===== config.mk =====
export PLATFORM = sky130hd
export DESIGN_NAME = rotator_rr_scheduler_flat
export DESIGN_NICKNAME = d
export VERILOG_FILES = /design/src/rtl/rotator_rr_scheduler_pkg.sv /design/src/rtl/rotator_rr_scheduler_if.sv /design/src/rtl/rotator_rr_scheduler_rotator.sv /design/src/rtl/rotator_rr_scheduler_rr_arbiter.sv /design/src/rtl/rotator_rr_scheduler.sv /design/src/flat_wrapper.sv
export SDC_FILE = /design/constraint.sdc
export NUM_CORES = 1
export LEC_CHECK = 0
export ABC_AREA = 1
export BUFFER_PORTS_ARGS = -buffer_cell sky130_fd_sc_hd__buf_2
export CAP_MARGIN = 10
export CORE_AREA = 3 3 107 120
export CTS_CLUSTER_SIZE = 10
export DETAILED_ROUTE_END_ITERATION = 12
export DIE_AREA = 0 0 110 123
export PLACE_DENSITY = 0.77
export SLEW_MARGIN = 10
export SYNTH_ARGS = -nofsm -noshare
export SYNTH_HDL_FRONTEND = slang
export SYNTH_HIERARCHICAL = 1
export SYNTH_SLANG_ARGS = --single-unit

===== constraint.sdc =====
create_clock -name clk -period 3.3 [get_ports clk]
set_clock_uncertainty 0.05 [all_clocks]
set_input_delay 0.66 -clock clk [delete_from_list [all_inputs] [get_ports clk]]
set_output_delay 0.66 -clock clk [all_outputs]
set_load 0.01 [all_outputs]

===== src/rtl/rotator_rr_scheduler_pkg.sv =====
// Shared types and the round-robin selection function for the rotator scheduler.
package rotator_rr_scheduler_pkg;

  localparam int unsigned MAX_REQ = 32;
  localparam int unsigned MAX_IDW = $clog2(MAX_REQ);

  typedef enum logic {
    OUT_EMPTY = 1'b0,
    OUT_FULL  = 1'b1
  } out_state_e;

  // First valid index after ptr, wrapping modulo num_req; -1 when nothing is valid.
  function automatic int rr_next(input int ptr, input logic [MAX_REQ-1:0] valids,
                                 input int num_req);
    int idx;
    int found;
    found = -1;
    for (int k = MAX_REQ; k >= 1; k--) begin
      if (k <= num_req) begin
        idx = ptr + k;
        if (idx >= num_req) idx = idx - num_req;
        if (valids[MAX_IDW'(idx)]) found = idx;
      end
    end
    return found;
  endfunction

endpackage


===== src/rtl/rotator_rr_scheduler_if.sv =====
// Requester and result handshake bundle for the shared rotator.
interface rotator_rr_scheduler_if #(
  parameter int unsigned WIDTH              = 32,
  parameter int unsigned SHIFTBITS_PER_STEP = 1,
  parameter int unsigned NUM_REQ            = 4
);
  localparam int unsigned ROTW = $clog2(WIDTH / SHIFTBITS_PER_STEP);
  localparam int unsigned IDW  = $clog2(NUM_REQ);

  logic [NUM_REQ-1:0]            reqValid;
  logic [NUM_REQ-1:0]            reqReady;
  logic [NUM_REQ-1:0][WIDTH-1:0] reqData;
  logic [NUM_REQ-1:0][ROTW-1:0]  reqRot;
  logic                          outValid;
  logic                          outReady;
  logic [WIDTH-1:0]              outData;
  logic [IDW-1:0]                outId;

  modport master (
    output reqValid, reqData, reqRot, outReady,
    input  reqReady, outValid, outData, outId
  );

  modport slave (
    input  reqValid, reqData, reqRot, outReady,
    output reqReady, outValid, outData, outId
  );

endinterface


===== src/rtl/rotator_rr_scheduler_rotator.sv =====
// Log-depth barrel rotator: rotate right by rot_amt units of SHIFTBITS_PER_STEP bits.
module rotator_rr_scheduler_rotator #(
  parameter int unsigned WIDTH              = 32,
  parameter int unsigned SHIFTBITS_PER_STEP = 1
) (
  input  logic [WIDTH-1:0]                               data_in,
  input  logic [$clog2(WIDTH / SHIFTBITS_PER_STEP)-1:0]  rot_amt,
  output logic [WIDTH-1:0]                               data_out_c
);
  localparam int unsigned ROTW = $clog2(WIDTH / SHIFTBITS_PER_STEP);

  logic [WIDTH-1:0] stage_c [ROTW+1];

  assign stage_c[0] = data_in;

  // Stage s conditionally rotates by 2^s units; bit j takes bit (j+amt) mod WIDTH.
  for (genvar s = 0; s < ROTW; s++) begin : g_stage
    localparam int unsigned AMT = (2 ** s) * SHIFTBITS_PER_STEP;
    assign stage_c[s+1] = rot_amt[s]
                        ? {stage_c[s][AMT-1:0], stage_c[s][WIDTH-1:AMT]}
                        : stage_c[s];
  end

  assign data_out_c = stage_c[ROTW];

endmodule


===== src/rtl/rotator_rr_scheduler_rr_arbiter.sv =====
// Round-robin arbiter: picks the first valid requester after rr_ptr.
module rotator_rr_scheduler_rr_arbiter
  import rotator_rr_scheduler_pkg::*;
#(
  parameter int unsigned NUM_REQ = 4
) (
  input  logic [NUM_REQ-1:0]         req_valid,
  input  logic [$clog2(NUM_REQ)-1:0] rr_ptr,
  input  logic                       enable,
  output logic [NUM_REQ-1:0]         grant_c,
  output logic [$clog2(NUM_REQ)-1:0] grant_idx_c,
  output logic                       winner_c
);
  localparam int unsigned IDW = $clog2(NUM_REQ);

  if (NUM_REQ < 2 || NUM_REQ > MAX_REQ) begin : g_bad_num_req
    $error("rr_arbiter: NUM_REQ out of supported range");
  end

  int win_c;

  always_comb begin
    grant_c     = '0;
    win_c       = rr_next(int'(rr_ptr), MAX_REQ'(req_valid), int'(NUM_REQ));
    winner_c    = (win_c >= 0);
    grant_idx_c = winner_c ? IDW'(win_c) : '0;
    if (winner_c && enable) grant_c[grant_idx_c] = 1'b1;
  end

endmodule


===== src/rtl/rotator_rr_scheduler.sv =====
// Shares one rotator among NUM_REQ requesters via round-robin grant and a
// registered valid/ready result stage.
module rotator_rr_scheduler
  import rotator_rr_scheduler_pkg::*;
#(
  parameter int unsigned WIDTH              = 32,
  parameter int unsigned SHIFTBITS_PER_STEP = 1,
  parameter int unsigned NUM_REQ            = 4
) (
  input logic                  clk,
  input logic                  rst_n,
  rotator_rr_scheduler_if.slave bus
);
  localparam int unsigned STEPS = WIDTH / SHIFTBITS_PER_STEP;
  localparam int unsigned ROTW  = $clog2(STEPS);
  localparam int unsigned IDW   = $clog2(NUM_REQ);

  typedef logic [ROTW-1:0] rot_amt_t;
  typedef logic [IDW-1:0]  req_id_t;

  if ((WIDTH % SHIFTBITS_PER_STEP) != 0 || STEPS < 2 || (2 ** ROTW) != STEPS)
  begin : g_bad_geometry
    $error("rotator_rr_scheduler: WIDTH/SHIFTBITS_PER_STEP must be a power of 2 >= 2");
  end

  out_state_e       state_q, state_d;
  logic [WIDTH-1:0] out_data_q, out_data_d;
  req_id_t          out_id_q, out_id_d;
  req_id_t          rr_ptr_q, rr_ptr_d;

  logic             can_accept_c;
  logic             transfer_c;
  logic [NUM_REQ-1:0] grant_c;
  req_id_t          grant_idx_c;
  logic             winner_c;
  logic [WIDTH-1:0] op_data_c;
  rot_amt_t         op_rot_c;
  logic [WIDTH-1:0] rot_result_c;

  // Grants are suppressed while reset is held so reqReady reads all-0.
  assign can_accept_c = (state_q == OUT_EMPTY) || bus.outReady;

  rotator_rr_scheduler_rr_arbiter #(
    .NUM_REQ (NUM_REQ)
  ) u_rr_arbiter (
    .req_valid   (bus.reqValid),
    .rr_ptr      (rr_ptr_q),
    .enable      (can_accept_c && rst_n),
    .grant_c     (grant_c),
    .grant_idx_c (grant_idx_c),
    .winner_c    (winner_c)
  );

  assign transfer_c = winner_c && can_accept_c && rst_n;

  always_comb begin
    op_data_c = bus.reqData[grant_idx_c];
    op_rot_c  = bus.reqRot[grant_idx_c];
  end

  rotator_rr_scheduler_rotator #(
    .WIDTH              (WIDTH),
    .SHIFTBITS_PER_STEP (SHIFTBITS_PER_STEP)
  ) u_barrel_shifter_right (
    .data_in    (op_data_c),
    .rot_amt    (op_rot_c),
    .data_out_c (rot_result_c)
  );

  always_ff @(posedge clk or negedge rst_n) begin
    if (!rst_n) begin
      state_q    <= OUT_EMPTY;
      out_data_q <= '0;
      out_id_q   <= '0;
      rr_ptr_q   <= IDW'(NUM_REQ - 1);
    end else begin
      state_q    <= state_d;
      out_data_q <= out_data_d;
      out_id_q   <= out_id_d;
      rr_ptr_q   <= rr_ptr_d;
    end
  end

  // Output stage: reload on transfer (even while draining), empty on drain without winner.
  always_comb begin
    state_d    = state_q;
    out_data_d = out_data_q;
    out_id_d   = out_id_q;
    rr_ptr_d   = rr_ptr_q;
    case (state_q)
      OUT_EMPTY: begin
        if (transfer_c) state_d = OUT_FULL;
      end
      OUT_FULL: begin
        if (transfer_c)        state_d = OUT_FULL;
        else if (bus.outReady) state_d = OUT_EMPTY;
      end
      default: state_d = OUT_EMPTY;
    endcase
    if (transfer_c) begin
      out_data_d = rot_result_c;
      out_id_d   = grant_idx_c;
      rr_ptr_d   = grant_idx_c;
    end
  end

  assign bus.reqReady = grant_c;
  assign bus.outValid = (state_q == OUT_FULL);
  assign bus.outData  = out_data_q;
  assign bus.outId    = out_id_q;

  a_grant_onehot0: assert property (@(posedge clk) disable iff (!rst_n)
    $onehot0(bus.reqReady));

  a_hold_on_stall: assert property (@(posedge clk) disable iff (!rst_n)
    bus.outValid && !bus.outReady |=> $stable({bus.outData, bus.outId}));

endmodule


===== src/flat_wrapper.sv =====
// flat-port wrapper written by rule: the top's interface ports become plain ports
module rotator_rr_scheduler_flat import rotator_rr_scheduler_pkg::*;
#(
  parameter int unsigned WIDTH              = 32,
  parameter int unsigned SHIFTBITS_PER_STEP = 1,
  parameter int unsigned NUM_REQ            = 4
)
  (clk, rst_n, bus_reqValid, bus_reqData, bus_reqRot, bus_outReady, bus_reqReady, bus_outValid, bus_outData, bus_outId);
  rotator_rr_scheduler_if #(.WIDTH(WIDTH), .SHIFTBITS_PER_STEP(SHIFTBITS_PER_STEP), .NUM_REQ(NUM_REQ)) bus_i ();
  input logic clk;
  input logic rst_n;
  input wire logic [$bits(bus_i.reqValid)-1:0] bus_reqValid;
  input wire logic [$bits(bus_i.reqData)-1:0] bus_reqData;
  input wire logic [$bits(bus_i.reqRot)-1:0] bus_reqRot;
  input wire logic [$bits(bus_i.outReady)-1:0] bus_outReady;
  output wire logic [$bits(bus_i.reqReady)-1:0] bus_reqReady;
  output wire logic [$bits(bus_i.outValid)-1:0] bus_outValid;
  output wire logic [$bits(bus_i.outData)-1:0] bus_outData;
  output wire logic [$bits(bus_i.outId)-1:0] bus_outId;
  assign bus_i.reqValid = bus_reqValid;
  assign bus_i.reqData = bus_reqData;
  assign bus_i.reqRot = bus_reqRot;
  assign bus_i.outReady = bus_outReady;
  assign bus_reqReady = bus_i.reqReady;
  assign bus_outValid = bus_i.outValid;
  assign bus_outData = bus_i.outData;
  assign bus_outId = bus_i.outId;
  rotator_rr_scheduler #(.WIDTH(WIDTH), .SHIFTBITS_PER_STEP(SHIFTBITS_PER_STEP), .NUM_REQ(NUM_REQ)) u_core (.clk(clk), .rst_n(rst_n), .bus(bus_i));
endmodule

==> summary.md, run 1 <==
| Metric | Value |
|---|---|
| Run status | `finished with violations` |
| Violations in the final reports | `negative setup slack` |
| H-tree depth | `2` |
| Layout Nets | `1361` |
| Initial antenna violation count | `1` |
| Clock period minus worst slack | `3789 ps` |
| Syn Inst Count | `1010` |
| Initial DRC count | `1170` |
| Unrepaired setup endpoints after global routing | `yes` |
| Max-cap viol count | `0` |
| Grt ovf | `0` |
| Routed wirelength normalized by instance count | `21.33 um` |
| Average cell area after synthesis | `5.410 sq um` |
| CTS tree | `done` |
| Share of final-layout standard cells stronger than drive strength 1 | `52.70%` |
| Clock latency reported for the late side of the worst-skew pair | `270 ps` |
| Footprint of the multi-input gates | `5668 sq um` |
| Synthesized flop and latch total | `37` |
| Die X-Extent | `110 um` |
| Start-to-end type of the worst setup path | `flip-flop to flip-flop` |
| Area of the core | `11820 sq um` |
| Number of nets in the synthesized netlist | `1168` |
| Placed Cells incl. Taps | `1325` |
| GP Congestion | `1.031` |
| Sequential area share after synthesis | `16.99%` |
| Clock slew at reported path FFs | `50 ps` |
| Final number of hold-violating endpoints | `0` |
| DRT antenna net count | `0` |
| Worst relative slew slack | `48.05%` |
| Maximum net fanout on the critical path | `16` |
| Number of distinct standard cells referenced by the synthesized netlist | `28` |
| Cell with the most instances on the worst path | `nand3_2` |
| Max Buffers Root-to-Sink | `2` |
| Full die area | `13530 sq um` |
| TritonCTS Buffers | `5` |
| Total iterations of the first detailed-routing run | `12` |
| Type of element capturing the critical path | `flip-flop` |
| Die height | `123 um` |
| Filler Cell Count | `751` |
| Overall track demand over capacity in global routing | `27.09%` |
| Number of vias per cell after detailed routing | `6.397` |
| Effective utilization at floorplan | `46.21%` |
| Area growth from synthesis to layout | `69.66%` |
| Achievable Freq | `263.9 MHz` |
| CP Data Required Time | `3410 ps` |
| Data arrival time of the critical path | `3890 ps` |
| Ordered cell list for the critical path | `inv_2 > ha_4 > inv_2 > nand3_2 > nand2_2 > nor2_4 > nand2_4 > nand2_2 > nand2_2 > a21boi_4 > buf_12 > buf_4 > nor2_1 > nor2_1 > nand2_1 > nand2_4 > buf_12 > nand3_1 > nand3_2 > nand3_2 > nand3_2 > nand2_1 > nand4_1 > nand2_1` |
| Kind of start point of the critical path | `flip-flop` |
| Count of synthesis-stage warnings from yosys | `6` |
| Largest stage delay on the critical path | `540 ps` |
| Number of I/O pins | `194` |
| Vias in the first global route | `6562` |
| Transition time of the tightest slew-check pin | `779.2 ps` |
| Detailed-route via count | `8687` |
| Detailed-route wire length | `28960 um` |
| Area of all sequential standard cells | `928.4 sq um` |
| Filler-free cell count of the finished design | `1358` |
| DRC violations left | `0` |
| Classification of the worst-slack hold path | `flip-flop to flip-flop` |
| Number of buffers added on ports | `193` |
| Half-perimeter wire length after placement | `13870 um` |
| Number of slew-limit violations in the final report | `0` |
| Master of the slowest instance on the critical path | `dfstp_2` |
| Post-route setup TNS | `-9392 ps` |
| Crit share post-route | `114.8%` |
| Syn Std Cell Area | `5464 sq um` |
| Number of endpoints failing setup at the final stage | `32` |
| Worst-case setup margin in the final layout | `-488.7 ps` |
| Cell at the root of the clock tree | `clkbuf_16` |
| First-pass GRT wire length | `30360 um` |
| Sink count of the clock tree | `37` |
| Pin count of the biggest net entering global routing | `73` |
| Placement row count | `42` |
synth_stat cells:
cell type	instances	area share, %
a21boi_0	2	0.27
a21boi_1	1	0.14
a21oi_1	1	0.092
a21oi_2	1	0.16
buf_1	4	0.27
buf_12	2	0.73
buf_2	37	3.4
buf_4	6	0.82
buf_6	7	1.4
buf_8	1	0.27
clkbuf_1	14	0.96
clkbuf_2	1	0.092
dfrtp_1	35	16
dfstp_2	2	0.96
ha_1	3	0.69
inv_1	86	5.9
inv_2	4	0.27
inv_8	1	0.21
nand2_1	313	22
nand2_2	35	4.0
nand3_1	301	28
nand3_2	1	0.18
nand3_4	1	0.32
nand4_1	34	3.9
nor2_1	78	5.4
nor2_2	1	0.11
o21ai_0	1	0.092
or2_2	37	4.2
registers in the layout (all words and copies together), names as in the netlist:
register	cells
u_core/bus.outData	32
u_core/rr_ptr_q	2
u_core/bus.outId	2
u_core/bus.outValid	1
worst max-delay path: cells and delay by family (launching register included):
kind / cells / cell delay (ps)
adder cells (fa/ha/maj): 1 / 270
buffers and inverters: 5 / 620
AND/OR/NAND/NOR: 17 / 2010
flip-flops: 1 / 540
AO/OA/AOI/OAI: 1 / 150
timing repair:
item | CTS | global route
endpoints found under the setup margin | 32 | 32
resized for setup | 62 | 347
cloned | 3 | 13
buffers inserted | 3 | 7
pin swaps | 4 | 95
hold buffers | 0 | 0
logic make-up after synthesis:
logic type | Yosys count | share of synthesized area, %
and+or+nand+nor | 801 | 67.19
buffers and inverters | 163 | 14.38
DFF | 37 | 16.99
AOI/OAI and AO/OA | 6 | 0.7555
adders and majority gates | 3 | 0.6870
through the flow:
stage	hold WS, ps	worst slack, ps	util, %	instance area (sq um)
floorplan	314.4	37.42	-	5468
global placement	401.2	-126.7	56.43	6673
detailed placement	405.1	-167.8	56.43	6673
CTS	418.9	-55.32	60.73	7181
global route	427.2	-516.3	78.40	9270
finish	416.8	-488.7	78.40	9270
worst paths after layout:
check | end | startpoint | slack, ps | cells past startpoint
min in group asynchronous | u_core/bus.outId[0] | rst_n | 520 | 2
worst max-delay path | u_core/bus.outData[30] | u_core/rr_ptr_q[1] | -490 | 24
max in group asynchronous | u_core/bus.outData[12] | rst_n | 2170 | 2
worst min register to register | u_core/bus.outData[6] | u_core/bus.outData[6] | 420 | 2
worst max register to register | u_core/bus.outData[30] | u_core/rr_ptr_q[1] | -490 | 24
worst min-delay path | u_core/bus.outData[6] | u_core/bus.outData[6] | 420 | 2
placed cells by master, fill, tap and decap left out, types with 2 or more instances in the layout:
cell type,instances
nand3_2,137
nand3_4,67
dfstp_2,2
buf_4,27
nand2_2,83
nand2_4,18
buf_2,193
buf_16,2
nor2_2,2
dfrtp_1,35
nor2_4,2
nor2_1,75
inv_4,2
nand2_1,241
inv_2,7
or2_2,36
buf_12,19
buf_6,4
nand3_1,99
nand4_1,34
ha_4,2
clkbuf_16,17
inv_1,80
nand2_8,6
routing by layer:
layer	vias to the layer above	part of all wire [%]	track usage (%)
li1	3673	-	-
met1	3809	33	35.79
met2	874	43	44.84
met3	331	13	4.021
met4	0	11	9.353
met5	-	0	0
area by class of cell:
class / count / area share (%)
clock buffer: 7 / 1.539
antenna: 1 / 0.02699
inverter: 91 / 3.995
sequential: 37 / 10.01
timing repair inverter: 1 / 0.1755
multi-input combinational: 810 / 61.14
timing repair buffer: 257 / 21.03
tap: 154 / 2.079
Power of run 1 is not shown: default switching activity piles up to over one toggle a cycle in this logic, so the estimate is an artifact.
==> run 2: changes to the inputs <==
- GPL_TIMING_DRIVEN: unset -> 0
==> summary.md, run 2 (same netlist as run 1, synthesis figures left out) <==
| Metric | Value |
|---|---|
| Run status | `finished with violations` |
| Violations in the final reports | `negative setup slack` |
| Routed wirelength normalized by instance count | `16.30 um` |
| Cell with the most instances on the worst path | `nand2_1` |
| Area of the core | `11820 sq um` |
| Maximum net fanout on the critical path | `10` |
| Most used cells in the layout excluding fill and tap cells | `nand2_1, buf_2, nand3_2, nand3_1, inv_1` |
| Busiest layer in global routing | `met2` |
| Initial antenna violation count | `0` |
| Master of the slowest instance on the critical path | `dfstp_2` |
| Sink count of the clock tree | `37` |
| Crit share post-route | `105.2%` |
| Number of slew-limit violations in the final report | `0` |
| Most common library cell in the layout ignoring fill and taps | `nand2_1` |
| Utilization after layout | `71.13%` |
| H-tree depth | `2` |
| DRT antenna net count | `0` |
| Half-perimeter wire length after placement | `16960 um` |
| Cell at the root of the clock tree | `clkbuf_16` |
| Achievable Freq | `288.2 MHz` |
| Clock period minus worst slack | `3470 ps` |
| Placement row count | `42` |
| TritonCTS Buffers | `5` |
| Initial DRC count | `604` |
| Transition time of the tightest slew-check pin | `507.7 ps` |
| Met1 usage in global routing | `37.01%` |
| Die X-Extent | `110 um` |
| Number of vias per cell after detailed routing | `5.533` |
| Data arrival time of the critical path | `3630 ps` |
| Grt ovf | `0` |
| Largest stage delay on the critical path | `560 ps` |
| Full die area | `13530 sq um` |
| Placed Cells incl. Taps | `1357` |
| CTS tree | `done` |
| Vias in the first global route | `7041` |
| Clock latency reported for the late side of the worst-skew pair | `270 ps` |
| First-pass GRT wire length | `33550 um` |
| Ant. Diodes | `0` |
| Clock slew at reported path FFs | `50 ps` |
| Total iterations of the first detailed-routing run | `5` |
| Die height | `123 um` |
| Detailed-route wire length | `22500 um` |
| Max-cap viol count | `0` |
| Worst-case setup margin in the final layout | `-170.2 ps` |
| Count of buffer and inverter cells on the critical path | `6` |
| Pin count of the biggest net entering global routing | `39` |
| GP Congestion | `0.9714` |
| GR met2 Demand/Resource | `56.03%` |
| Worst relative slew slack | `66.15%` |
| Largest delay share family, worst path | `simple AND/OR/NAND/NOR gates` |
| Final number of hold-violating endpoints | `0` |
| Post-route setup TNS | `-3936 ps` |
| DRC violations left | `0` |
| Effective utilization at floorplan | `46.21%` |
| Area growth from synthesis to layout | `53.93%` |
| Type of element capturing the critical path | `flip-flop` |
| Number of buffers added on ports | `193` |
| Number of flip-flops under the largest register name | `32` |
| Detailed-route via count | `7635` |
| Share of final-layout standard cells stronger than drive strength 1 | `47.39%` |
| Kind of start point of the critical path | `flip-flop` |
| Classification of the worst-slack hold path | `primary input to async pin` |
| Unrepaired setup endpoints after global routing | `yes` |
| Number of I/O pins | `194` |
| Overall track demand over capacity in global routing | `30.86%` |
| Filler-free cell count of the finished design | `1380` |
| Filler Cell Count | `1048` |
| Start-to-end type of the worst setup path | `flip-flop to flip-flop` |
| GRT met3 Usage | `2.768%` |
| Max Buffers Root-to-Sink | `2` |
| Layout Nets | `1383` |
| Number of endpoints failing setup at the final stage | `32` |
| CP Data Required Time | `3460 ps` |
run 2: cell count changes in the layout (fill, tap and decap cells not counted), sizes merged:
cell,before,now
buf,245,265
clkbuf,19,20
clkinv,0,2
clkinvlp,0,1
diode,1,0
inv,92,91
run 2: per-stage QoR:
step	cell area (sq um)	hold slack, ps	setup WS [ps]
after CTS	7859	417.3	-137.2
after floorplan	5468	314.4	37.42
after detailed placement	6626	403.6	-755.1
after global routing	8411	356.7	-326.3
final	8411	317.1	-170.2
after global placement	6626	398.7	-757.1
run 2: worst paths after layout:
path                            slack [ps]                   start  cells after the start                endpoint
worst max-delay path                  -170      u_core/rr_ptr_q[0]                     26  u_core/bus.outData[30]
worst min-delay path                   320                   rst_n                      1     u_core/bus.outId[1]
worst max register to register        -170      u_core/rr_ptr_q[0]                     26  u_core/bus.outData[30]
worst min register to register         420  u_core/bus.outData[15]                      2  u_core/bus.outData[15]
max in group asynchronous             2530                   rst_n                      1      u_core/rr_ptr_q[1]
min in group clk                       420  u_core/bus.outData[15]                      2  u_core/bus.outData[15]
run 2: worst register-to-register path: stages, from the launching register on:
cell	delay, ps
dfstp_2	560
inv_4	50
ha_4	270
inv_2	50
nand3_2	70
nand2_1	60
nor2_2	110
nand2_2	90
nand2_2	70
nand2_2	70
a21boi_4	200
buf_6	180
buf_8	120
nor2_1	40
nor2_1	70
nand2_1	60
nand2_1	70
buf_6	150
buf_8	160
nand2_1	130
nand3_2	150
nand3_2	120
nand3_2	90
nand3_1	60
nand2_1	110
nand4_1	130
nand2_1	90
run 2: timing repair:
item,CTS,global route
resized for setup,224,114
setup buffers,13,1
hold buffers,0,0
gates cloned,2,0
pin swaps,30,14
endpoints found under the setup margin,32,36
run 2: final cells by class:
type / count / area [sq um] / share of cell area [%]
clock inverters: 3 / 17.52 / 0.2083
multi-input cells: 810 / 5049 / 60.03
flip-flops and latches: 37 / 928.4 / 11.04
clock buffers: 5 / 125.1 / 1.488
inverters: 91 / 359.1 / 4.270
well taps: 154 / 192.7 / 2.291
repair buffers: 209 / 1116 / 13.27
plain buffers: 71 / 623.1 / 7.409
run 2: per-layer routing:
layer  vias to the layer above  wire, um
met5                         -         0
met4                         0      1030
met3                        86      1611
met2                       414     11210
met1                      3423      8645
li1                       3712         -
Power of run 2 is left out for the same reason.
